==> src/rtl/nn_seq_pkg.sv <==
// Shared types and constants for the layer sequencer: FSM encoding, default sizes, weight-address packing.
// Combinational only; no latency.
// No flow control.
package nn_seq_pkg;

    localparam int N_IN_DEF  = 16;
    localparam int N_OUT_DEF = 4;

    typedef enum logic [2:0] {
        S_IDLE  = 3'd0,
        S_CLEAR = 3'd1,
        S_ACCUM = 3'd2,
        S_BIAS  = 3'd3,
        S_WRITE = 3'd4,
        S_DONE  = 3'd5
    } state_t;

    // Weight ROM is laid out neuron-major: {out_idx, in_idx}.
    function automatic int unsigned waddr_pack(input int unsigned out_idx,
                                               input int unsigned in_idx,
                                               input int unsigned in_w);
        return (out_idx << in_w) | in_idx;
    endfunction

endpackage

==> src/rtl/nn_idx_cnt.sv <==
// Wrapping index counter with synchronous clear, enable and terminal-count flag.
// Count updates one cycle after en; tc is a decode of the current count.
// No backpressure; en is the only hold mechanism.
module nn_idx_cnt #(
    parameter int W   = 4,
    parameter int MAX = 15
) (
    input  logic         clk,
    input  logic         rst,
    input  logic         clr,
    input  logic         en,
    output logic [W-1:0] cnt,
    output logic         tc
);

    assign tc = (cnt == W'(MAX));

    always_ff @(posedge clk) begin
        if (rst || clr) begin
            cnt <= '0;
        end else if (en) begin
            cnt <= tc ? '0 : cnt + W'(1);
        end
    end

endmodule

==> src/rtl/nn_layer_seq.sv <==
// Fully-connected layer sequencer: clear / accumulate / (bias, with NN_LAYER_SEQ_BIAS_EN) / write per neuron.
// start to acc_clr is one cycle; N_IN+2 cycles per neuron (N_IN+3 with bias), done one cycle after last write.
// stall freezes ACCUM (index held, acc_en low); start is ignored unless IDLE.
module nn_layer_seq
    import nn_seq_pkg::*;
#(
    parameter int N_IN  = N_IN_DEF,
    parameter int N_OUT = N_OUT_DEF,
    parameter int IN_W  = $clog2(N_IN),
    parameter int OUT_W = (N_OUT > 1) ? $clog2(N_OUT) : 1
) (
    input  logic                  clk,
    input  logic                  rst,
    input  logic                  start,
    input  logic                  stall,
    output logic                  busy,
    output logic                  done,
    output logic [2:0]            state,
    output logic                  acc_clr,
    output logic                  acc_en,
    output logic [IN_W-1:0]       in_idx,
    output logic [IN_W+OUT_W-1:0] w_addr,
    output logic [OUT_W-1:0]      out_idx,
`ifdef NN_LAYER_SEQ_BIAS_EN
    output logic                  bias_en,
`endif
    output logic                  out_wr
);

    state_t st;
    logic   in_tc;
    logic   out_tc;
    logic   in_clr;
    logic   in_step;
    logic   out_clr;
    logic   out_step;

    assign in_clr   = (st == S_IDLE);
    assign in_step  = (st == S_ACCUM) && !stall;
    // Clearing in DONE as well leaves out_idx at 0 for the whole IDLE period.
    assign out_clr  = (st == S_IDLE) || (st == S_DONE);
    assign out_step = (st == S_WRITE) && !out_tc;

    nn_idx_cnt #(.W(IN_W), .MAX(N_IN - 1)) u_in_cnt (
        .clk (clk),
        .rst (rst),
        .clr (in_clr),
        .en  (in_step),
        .cnt (in_idx),
        .tc  (in_tc)
    );

    nn_idx_cnt #(.W(OUT_W), .MAX(N_OUT - 1)) u_out_cnt (
        .clk (clk),
        .rst (rst),
        .clr (out_clr),
        .en  (out_step),
        .cnt (out_idx),
        .tc  (out_tc)
    );

    always_ff @(posedge clk) begin
        if (rst) begin
            st <= S_IDLE;
        end else begin
            case (st)
                S_IDLE:  if (start) st <= S_CLEAR;
                S_CLEAR: st <= S_ACCUM;
                S_ACCUM: begin
                    if (!stall && in_tc) begin
`ifdef NN_LAYER_SEQ_BIAS_EN
                        st <= S_BIAS;
`else
                        st <= S_WRITE;
`endif
                    end
                end
`ifdef NN_LAYER_SEQ_BIAS_EN
                S_BIAS:  st <= S_WRITE;
`endif
                S_WRITE: st <= out_tc ? S_DONE : S_CLEAR;
                S_DONE:  st <= S_IDLE;
                default: st <= S_IDLE;
            endcase
        end
    end

    assign state   = st;
    assign busy    = (st != S_IDLE);
    assign done    = (st == S_DONE);
    assign acc_clr = (st == S_CLEAR);
    assign acc_en  = in_step;
    assign out_wr  = (st == S_WRITE);
`ifdef NN_LAYER_SEQ_BIAS_EN
    assign bias_en = (st == S_BIAS);
`endif
    assign w_addr  = (IN_W + OUT_W)'(waddr_pack(32'(out_idx), 32'(in_idx), IN_W));

endmodule

==> config.mk <==
export PLATFORM = sky130hd
export DESIGN_NAME = nn_layer_seq
export DESIGN_NICKNAME = d
export VERILOG_FILES = /design/src/rtl/nn_seq_pkg.sv /design/src/rtl/nn_idx_cnt.sv /design/src/rtl/nn_layer_seq.sv
export SDC_FILE = /design/constraint.sdc
export NUM_CORES = 1
export LEC_CHECK = 0
export CAP_MARGIN = 40
export CORE_AREA = 3 3 40 42
export CTS_CLUSTER_DIAMETER = 30
export DETAILED_ROUTE_END_ITERATION = 6
export DIE_AREA = 0 0 43 45
export HOLD_SLACK_MARGIN = 0.02
export PLACE_DENSITY = 0.8
export SKIP_CTS_REPAIR_TIMING = 1
export SYNTH_ARGS = -nofsm -noshare
export SYNTH_HDL_FRONTEND = slang
export SYNTH_SLANG_ARGS = --single-unit
export TNS_END_PERCENT = 20
==> constraint.sdc <==
create_clock -name clk -period 5 [get_ports clk]
set_input_delay 1 -clock clk [delete_from_list [all_inputs] [get_ports clk]]
set_output_delay 1 -clock clk [all_outputs]
set_load 0.1 [all_outputs]
Yosys cells after proc, flatten, opt, wreduce, memory -nomap -nowiden --
Cells that the tools add are included.
Storage, ports and cells: flip-flop bits (word level) 9, bits in latches 0, RAM bits 0, ROM bits 0, output and inout port bits 20, logic and storage cells 31, memories kept 0
Cells by class: add/subtract/negate cells 2, multipliers 0, div/mod/pow operators 0, $lt $le $gt $ge 0, equal/unequal tests 8, shifts and indexed selects 0, muxes and demuxes 6, bitwise operators 1, reductions and logical operators 11
Operators with widths (count):
- 3-bit case mux with 4 select lines | 1
- 3-bit 2-to-1 mux | 3
- 3-bit equality test (second input constant) | 2
- 6-bit by 4-bit bitwise OR with 6-bit output | 1
- 4-bit by 1-bit adder with 4-bit output (second input constant) | 1
- 4-bit equality test (second input constant) | 1
- 4-bit 2-to-1 mux | 1
- 3-bit by 1-bit equality test with 1-bit output (second input constant) | 1
- 3-bit by 2-bit equality test with 1-bit output (second input constant) | 1
- 1-bit logical AND | 3
- 3-bit zero test | 1
- 1-bit logical OR | 3
- 3-bit nonzero test | 1
- 2-bit by 1-bit adder with 2-bit output (second input constant) | 1
- 2-bit equality test (second input constant) | 1
- 1-bit zero test | 2
- 2-bit 2-to-1 mux | 1
- 2-bit by 1-bit inequality test with 1-bit output (second input constant) | 1
- 2-bit inequality test (second input constant) | 1
- 2-bit AND reduction | 1

Logic depth before layout (Yosys ltp) --
Gate-level depths: netlist of the first run.
depth after elaboration 4, mapped depth 5, depth with buffers taken out 4

Modules after synthesis --
Synthesis of the first run repeated with hierarchy kept, for this count alone.
Second synthesis, totals: cell total of the unflattened synthesis 55, area total of the unflattened synthesis 511.7 µm²
Modules (own cells, without submodules):
- nn_layer_seq | times used 1, cells each 28, area each 236.5 µm²
- nn_idx_cnt (u_in_cnt) | times used 1, cells each 19, area each 180.2 µm²
- nn_idx_cnt (u_out_cnt) | times used 1, cells each 8, area each 95.1 µm²

Worst setup path after synthesis of the first run --
OpenSTA, ideal clock, no wires.
path type register -> output, start point register st[2] (netlist: state[2]), end point output out_wr, arrival 3.324 ns, required time 4.000 ns, slack 0.676 ns, cell stages (with the launch flop) 4, buffers on the path 1, cells stage by stage dfxtp_1 -> buf_2 -> inv_1 -> nor3_1
Between the ends: longest elaborated chain between the ends 1
Ends and longest elaborated chain:
- from (decl) | line nn_layer_seq.sv:30 | state_t st;
- from (signal assigned) | line nn_layer_seq.sv:81 | S_WRITE: st <= out_tc ? S_DONE : S_CLEAR;
- 3-bit equality test | line nn_layer_seq.sv:93 | assign out_wr = (st == S_WRITE);
- to (decl) | line nn_layer_seq.sv:27 | output logic out_wr
Every way passes these cells.

Worst setup path in the final report of the first run --
start point input stall, end point output acc_en
Between the ends: longest elaborated chain between the ends 2
Ends and longest elaborated chain:
- from (decl) | line nn_layer_seq.sv:15 | input logic stall,
- 1-bit zero test | line nn_layer_seq.sv:39 | assign in_step = (st == S_ACCUM) && !stall;
- 1-bit logical AND | line nn_layer_seq.sv:39
- to (decl) | line nn_layer_seq.sv:20 | output logic acc_en,
Every way passes these cells.

==> results of run 1 <==
worst max path at each step:
stage          slack [ns]                  start      to
2_1_floorplan        0.68  state[2]$_SDFFE_PP0P_  out_wr
3_3_place_gp         1.61                  stall  acc_en
3_5_place_dp         1.59                  stall  acc_en
4_1_cts              1.56                  stall  acc_en
5_1_grt              1.52                  stall  acc_en
6_report             1.54                  stall  acc_en
synthesized netlist by cell type, drive strengths merged, types with 2 or more instances:
library cell	instances
or3	2
nand2	4
dfxtp	9
ha	2
nand3	2
a21oi	5
nor2	4
inv	3
buf	7
nand2b	2
nor3	4
placed cells by master (no fill, tap or decap), drive strengths merged, types with 2 or more instances in the layout:
cell type,Yosys,layout
buf,7,20
clkdlybuf4s50,0,22
clkbuf,0,4
ha,2,2
dfxtp,9,9
nor3,4,4
nand3,2,2
inv,3,3
a21oi,5,5
nand2b,2,2
or3,2,2
nand2,4,4
nor2,4,4
state kept, by name (all words and copies together) (netlist names):
| name | cells |
|---|---|
| u_in_cnt.cnt | 4 |
| state | 3 |
| u_out_cnt.cnt | 2 |
metrics by stage:
step | hold slack, ns | power, mW
5_1_grt | 0.576 | 0.188
2_1_floorplan | 0.926 | 0.106
3_5_place_dp | 0.525 | 0.126
4_1_cts | 0.535 | 0.183
6_report | 0.539 | 0.182
3_3_place_gp | 0.518 | 0.116
metal layers:
metal / GRT usage / vias up / share of wire
met5: 0 / - / 0
met4: 0.102 / 0 / 0.013
met3: 0.0359 / 4 / 0.038
met2: 0.326 / 23 / 0.51
met1: 0.237 / 270 / 0.43
li1: - / 285 / -
cell type report:
type	count	share of cell area
inverters	3	0.0113
repair buffers	42	0.516
flip-flops and latches	9	0.181
well taps	15	0.0189
multi-input cells	39	0.247
clock buffers	4	0.0264
worst max-delay path: stages:
cell             delay (ns)
clkdlybuf4s50_1        0.45
or4b_4                 0.55
inv_1                  0.14
buf_4                  0.31
report_power, final:
part	internal (mW)	switching (mW)
clock	0.0308	0.0269
combinational	0.0173	0.0316
sequential	0.0729	0.00279
total	0.121	0.0612
logic make-up (layout without fill, tap and decap cells):
| family | count (synthesis) | in the layout | synth area share |
|---|---|---|---|
| AO/OA/AOI/OAI | 10 | 10 | 0.121 |
| XOR/XNOR | 1 | 1 | 0.0180 |
| adder cells (fa/ha/maj) | 2 | 2 | 0.0514 |
| buffers and inverters | 10 | 49 | 0.126 |
| flip-flops | 9 | 9 | 0.370 |
| multiplexers | 1 | 1 | 0.0206 |
| AND/OR/NAND/NOR | 25 | 25 | 0.293 |
==> metrics.csv, run 1 <==
stage,metric,value,unit
logic_synthesis,yosys.area.top_type,dfxtp_1,
timing,finalSetupTns,0,ns
routing,ant_nets,0,
power,power_leakage,0.396,nW
routing,first_pass_iters,4,
place,placed_area,968,um2
logic_synthesis,synthTopCellsByArea,"dfxtp_1, buf_4, a21oi_1",
timing,rsz0062_at_grt,false,
global_route,grt_max_degree,11,
worst_setup_path,r2r-end,u_in_cnt.cnt[3]$_SDFFE_PP0P_,
place,numPortBuffers,23,
finish,drive_above_1_share,0.247,
clocking,cts_root_buf,clkbuf_4,
worst_setup_path,crit_required,4.00,ns
timing,finalClockSkew,0.00808,ns
timing,finalSetupViolations,0,
timing,fin_crit_sh,0.692,
logic_synthesis,synth_cells,58,
logic_synthesis,synth_top_area_share,0.370,
worst_setup_path,arrival,2.46,ns
logic_synthesis,synth_edf_count,0,
timing,fin_crit,3.46,ns
routing,num_vias,582,
logic_synthesis,ys_seq_area_frac,0.370,
floorplanning,num_rows,13,
floorplanning,coreArea,1280,um2
power,peakVddDrop,0.112,mV
clocking,path_clk_slew,0.07,ns
place,pre_cts_slack,1.59,ns
routing,drc,0,
finish,post-route-util,0.774,
clocking,clk_latency,0.26,ns
power,p_per_area,183,nW/um2
timing,worstMarginPinSlew,0.566,ns
clocking,clk_path_buf_depth,2,
worst_setup_path,critPathLaunchType,primary input,
floorplanning,dieArea,1940,um2
worst_setup_path,end_kind,primary output,
timing,setup_slack,1.54,ns
worst_setup_path,ff2ff_path_depth,3,
job,cap_violations,0,
place,dp_hpwl,1260,um
min_path,hold_path_class,reg -> reg,
routing,drt_wl_total,1700,um
global_route,grt-ovfl-total,0,
logic_synthesis,ys.flop_type,dfxtp_1,
min_path,hold_end,u_in_cnt.cnt[3]$_SDFFE_PP0P_,
status,status,finished clean,
finish,multi_input_area,245,um2
finish,fillers,67,
min_path,hp-start,u_in_cnt.cnt[3]$_SDFFE_PP0P_,
place,dpl.cell_count,108,
global_route,antenna_found_initial,0,
clocking,cts_max_level,1,
floorplanning,die_y,45,um
logic_synthesis,syn-cell-area,487,um2
timing,maxSlewHeadroom,0.617,
floorplanning,die_x,43,um
floorplanning,boundaryPins,24,
finish,num_antenna_cells,0,
global_route,grt_pass1_vias,542,
logic_synthesis,synth_cell_types,26,
finish,finalNonFillerCells,112,
clocking,cts_sinks,9,
routing,wl_per_cell,15.2,um
clocking,numCtsBuffers,3,
finish,seq_area,180,um2
logic_synthesis,syn_avg_cell_area,8.39,um2
global_route,grt_pass1_wl,2740,um
worst_setup_path,r2r_setup_slack,3.27,ns
floorplanning,start_util,0.379,
finish,postLayoutCellArea,995,um2
worst_setup_path,regToRegStartpoint,state[1]$_SDFFE_PP0P_,
finish,nets,104,
logic_synthesis,synth_seq_cells,9,
place,gp_congestion,0.762,
clocking,cts_tree,done,
worst_setup_path,path_class,in -> out,
logic_synthesis,synth_fp_nets,64,
logic_synthesis,yosys_warnings,0,
timing,hold_violations,0,
timing,max_freq,0.289,GHz
global_route,grt_use_total,0.194,
worst_setup_path,cp_max_fo,6,
min_path,holdPathStages,2,
routing,viasPerCell,5.20,
logic_synthesis,async_reset_ff_frac,0,
routing,first_iter_violations,19,
finish,area_growth,104,%
timing,drv_slew,0,
(Power assumes the default switching activity.)
==> inputs of run 2 (changes only) <==
- CORE_AREA: 3 3 40 42 -> default
- CORE_ASPECT_RATIO: default -> 1.1
- CORE_MARGIN: default -> 3
- CORE_UTILIZATION: default -> 34
- DIE_AREA: 0 0 43 45 -> default
- PLACE_DENSITY: 0.8 -> 0.78
- clock period: 5 -> 3.15 ns (I/O delays scaled with it)
==> run 2 against run 1 <==
  * Non-clock buffer count decreased by 19
  * Utilization decreased by 23 points
  * Flip-flop and latch count unchanged
  * Die area decreased by 0.67%
  * Wire length decreased by 31%
  * Clock skew increased by 0.0016 ns
  * Worst setup slack got worse by 1.0 ns
  * Clock power increased by 55%
  * Register-to-register slack got worse by 1.9 ns
  * Critical endpoint unchanged
==> metrics.csv, run 2 (synthesis results as in run 1) <==
stage,metric,value,unit
worst_setup_path,crit_buf_inv,3,
routing,viasPerCell,5.05,
clocking,cts_sinks,9,
finish,final_common_cell,buf_4,
worst_setup_path,critPathLaunch,stall,
global_route,grt-ovfl-total,0,
clocking,path_clk_slew,0.06,ns
finish,nets,85,
finish,drive_above_1_share,0.321,
clocking,clk_latency,0.26,ns
worst_setup_path,path_delay_family,buffers and inverters,
routing,first_pass_iters,4,
place,placed_area,653,um2
worst_setup_path,regToRegStartpoint,state[1]$_SDFFE_PP0P_,
global_route,grt_max_degree,11,
clocking,clk_path_buf_depth,2,
power,peakVddDrop,0.181,mV
place,dp_hpwl,906,um
floorplanning,boundaryPins,24,
worst_setup_path,crit_required,2.52,ns
finish,area_growth,39.6,%
routing,num_vias,470,
worst_setup_path,r2r_setup_slack,1.38,ns
place,numPortBuffers,23,
timing,worstMarginPinSlew,0.561,ns
timing,drv_slew,0,
global_route,antenna_found_initial,0,
routing,first_iter_violations,5,
clocking,cts_tree,done,
clocking,cts_max_level,1,
finish,final_cell_mix,"buf_4, dfxtp_1, a21oi_1",
status,status,finished clean,
timing,fin_crit_sh,0.835,
routing,ant_nets,0,
finish,postLayoutCellArea,679,um2
routing,wl_per_cell,12.6,um
timing,maxSlewHeadroom,0.621,
clocking,cts_root_buf,clkbuf_4,
global_route,grt_pass1_vias,410,
finish,top_register,u_in_cnt.cnt,
floorplanning,die_y,45.7,um
worst_setup_path,cpPeakStageDelay,0.54,ns
worst_setup_path,critPathLaunchType,primary input,
clocking,numCtsBuffers,3,
job,cap_violations,0,
worst_setup_path,cp_max_fo,6,
power,p_per_area,400,nW/um2
min_path,holdPathStages,2,
worst_setup_path,path_cells,clkdlybuf4s50_1 -> or4b_4 -> inv_1 -> buf_12,
floorplanning,num_rows,13,
timing,finalClockSkew,0.00963,ns
min_path,hold_end,u_in_cnt.cnt[1]$_SDFFE_PP0P_,
finish,largest_reg_flops,4,
place,gp_congestion,0.714,
worst_setup_path,r2r-end,u_in_cnt.cnt[3]$_SDFFE_PP0P_,
global_route,grt_use_total,0.124,
timing,fin_crit,2.63,ns
worst_setup_path,end_kind,primary output,
power,power_leakage,0.303,nW
timing,max_freq,0.380,GHz
worst_setup_path,ff2ff_path_depth,3,
timing,finalSetupTns,0,ns
floorplanning,dieArea,1920,um2
min_path,hold_path_class,reg -> reg,
timing,rsz0062_at_grt,false,
finish,num_antenna_cells,0,
floorplanning,die_x,42.1,um
worst_setup_path,arrival,2.00,ns
routing,drc,0,
floorplanning,coreArea,1250,um2
timing,finalSetupViolations,0,
worst_setup_path,slowest_stage,or4b_4,
worst_setup_path,path_class,in -> out,
routing,drt_wl_total,1180,um
global_route,grt_pass1_wl,1780,um
timing,hold_violations,0,
min_path,hp-start,u_in_cnt.cnt[1]$_SDFFE_PP0P_,
floorplanning,start_util,0.389,
## run 2: worst register-to-register path, delay by kind of cell, from the launching register on
kind / cells / cell delay [ns]
AOI/OAI and AO/OA: 1 / 0.15
DFF: 1 / 0.50
and+or+nand+nor: 2 / 1.04
## run 2: power breakdown
group / internal [mW] / switching (mW)
Sequential: 0.116 / 0.00474
Clock: 0.0487 / 0.0406
Combinational: 0.0154 / 0.0464
Total: 0.180 / 0.0917
## run 2: metal layers
metal / wire length (um) / global-route usage
met3: 62 / 0.0237
met2: 604 / 0.225
met5: 0 / 0
met1: 497 / 0.143
met4: 10 / 0.0559
## run 2: layout make-up
cell class	instances	area, um2
Clock buffer	4	26.3
Tap cell	15	18.8
Multi-Input combinational cell	39	250
Inverter	3	11.3
Timing Repair Buffer	23	193
Sequential cell	9	180
Fill cell	129	573
## run 2: through the flow
step	setup WS, ns	hold slack (ns)	power [mW]	utilization	cells
final	0.519	0.538	0.272	0.542	93
after global routing	0.479	0.566	0.281	0.542	93
after global placement	0.555	0.518	0.184	0.521	89
after detailed placement	0.535	0.531	0.185	0.521	89
after floorplan	-0.112	0.703	0.168	-	58
after CTS	0.527	0.540	0.272	0.542	93
## run 2: worst max-delay path by stage
stage | end | slack, ns | cells past startpoint
6_report | acc_en | 0.52 | 4
4_1_cts | acc_en | 0.53 | 4
5_1_grt | acc_en | 0.48 | 4
2_1_floorplan | done | -0.11 | 3
3_3_place_gp | acc_en | 0.55 | 4
3_5_place_dp | acc_en | 0.54 | 4
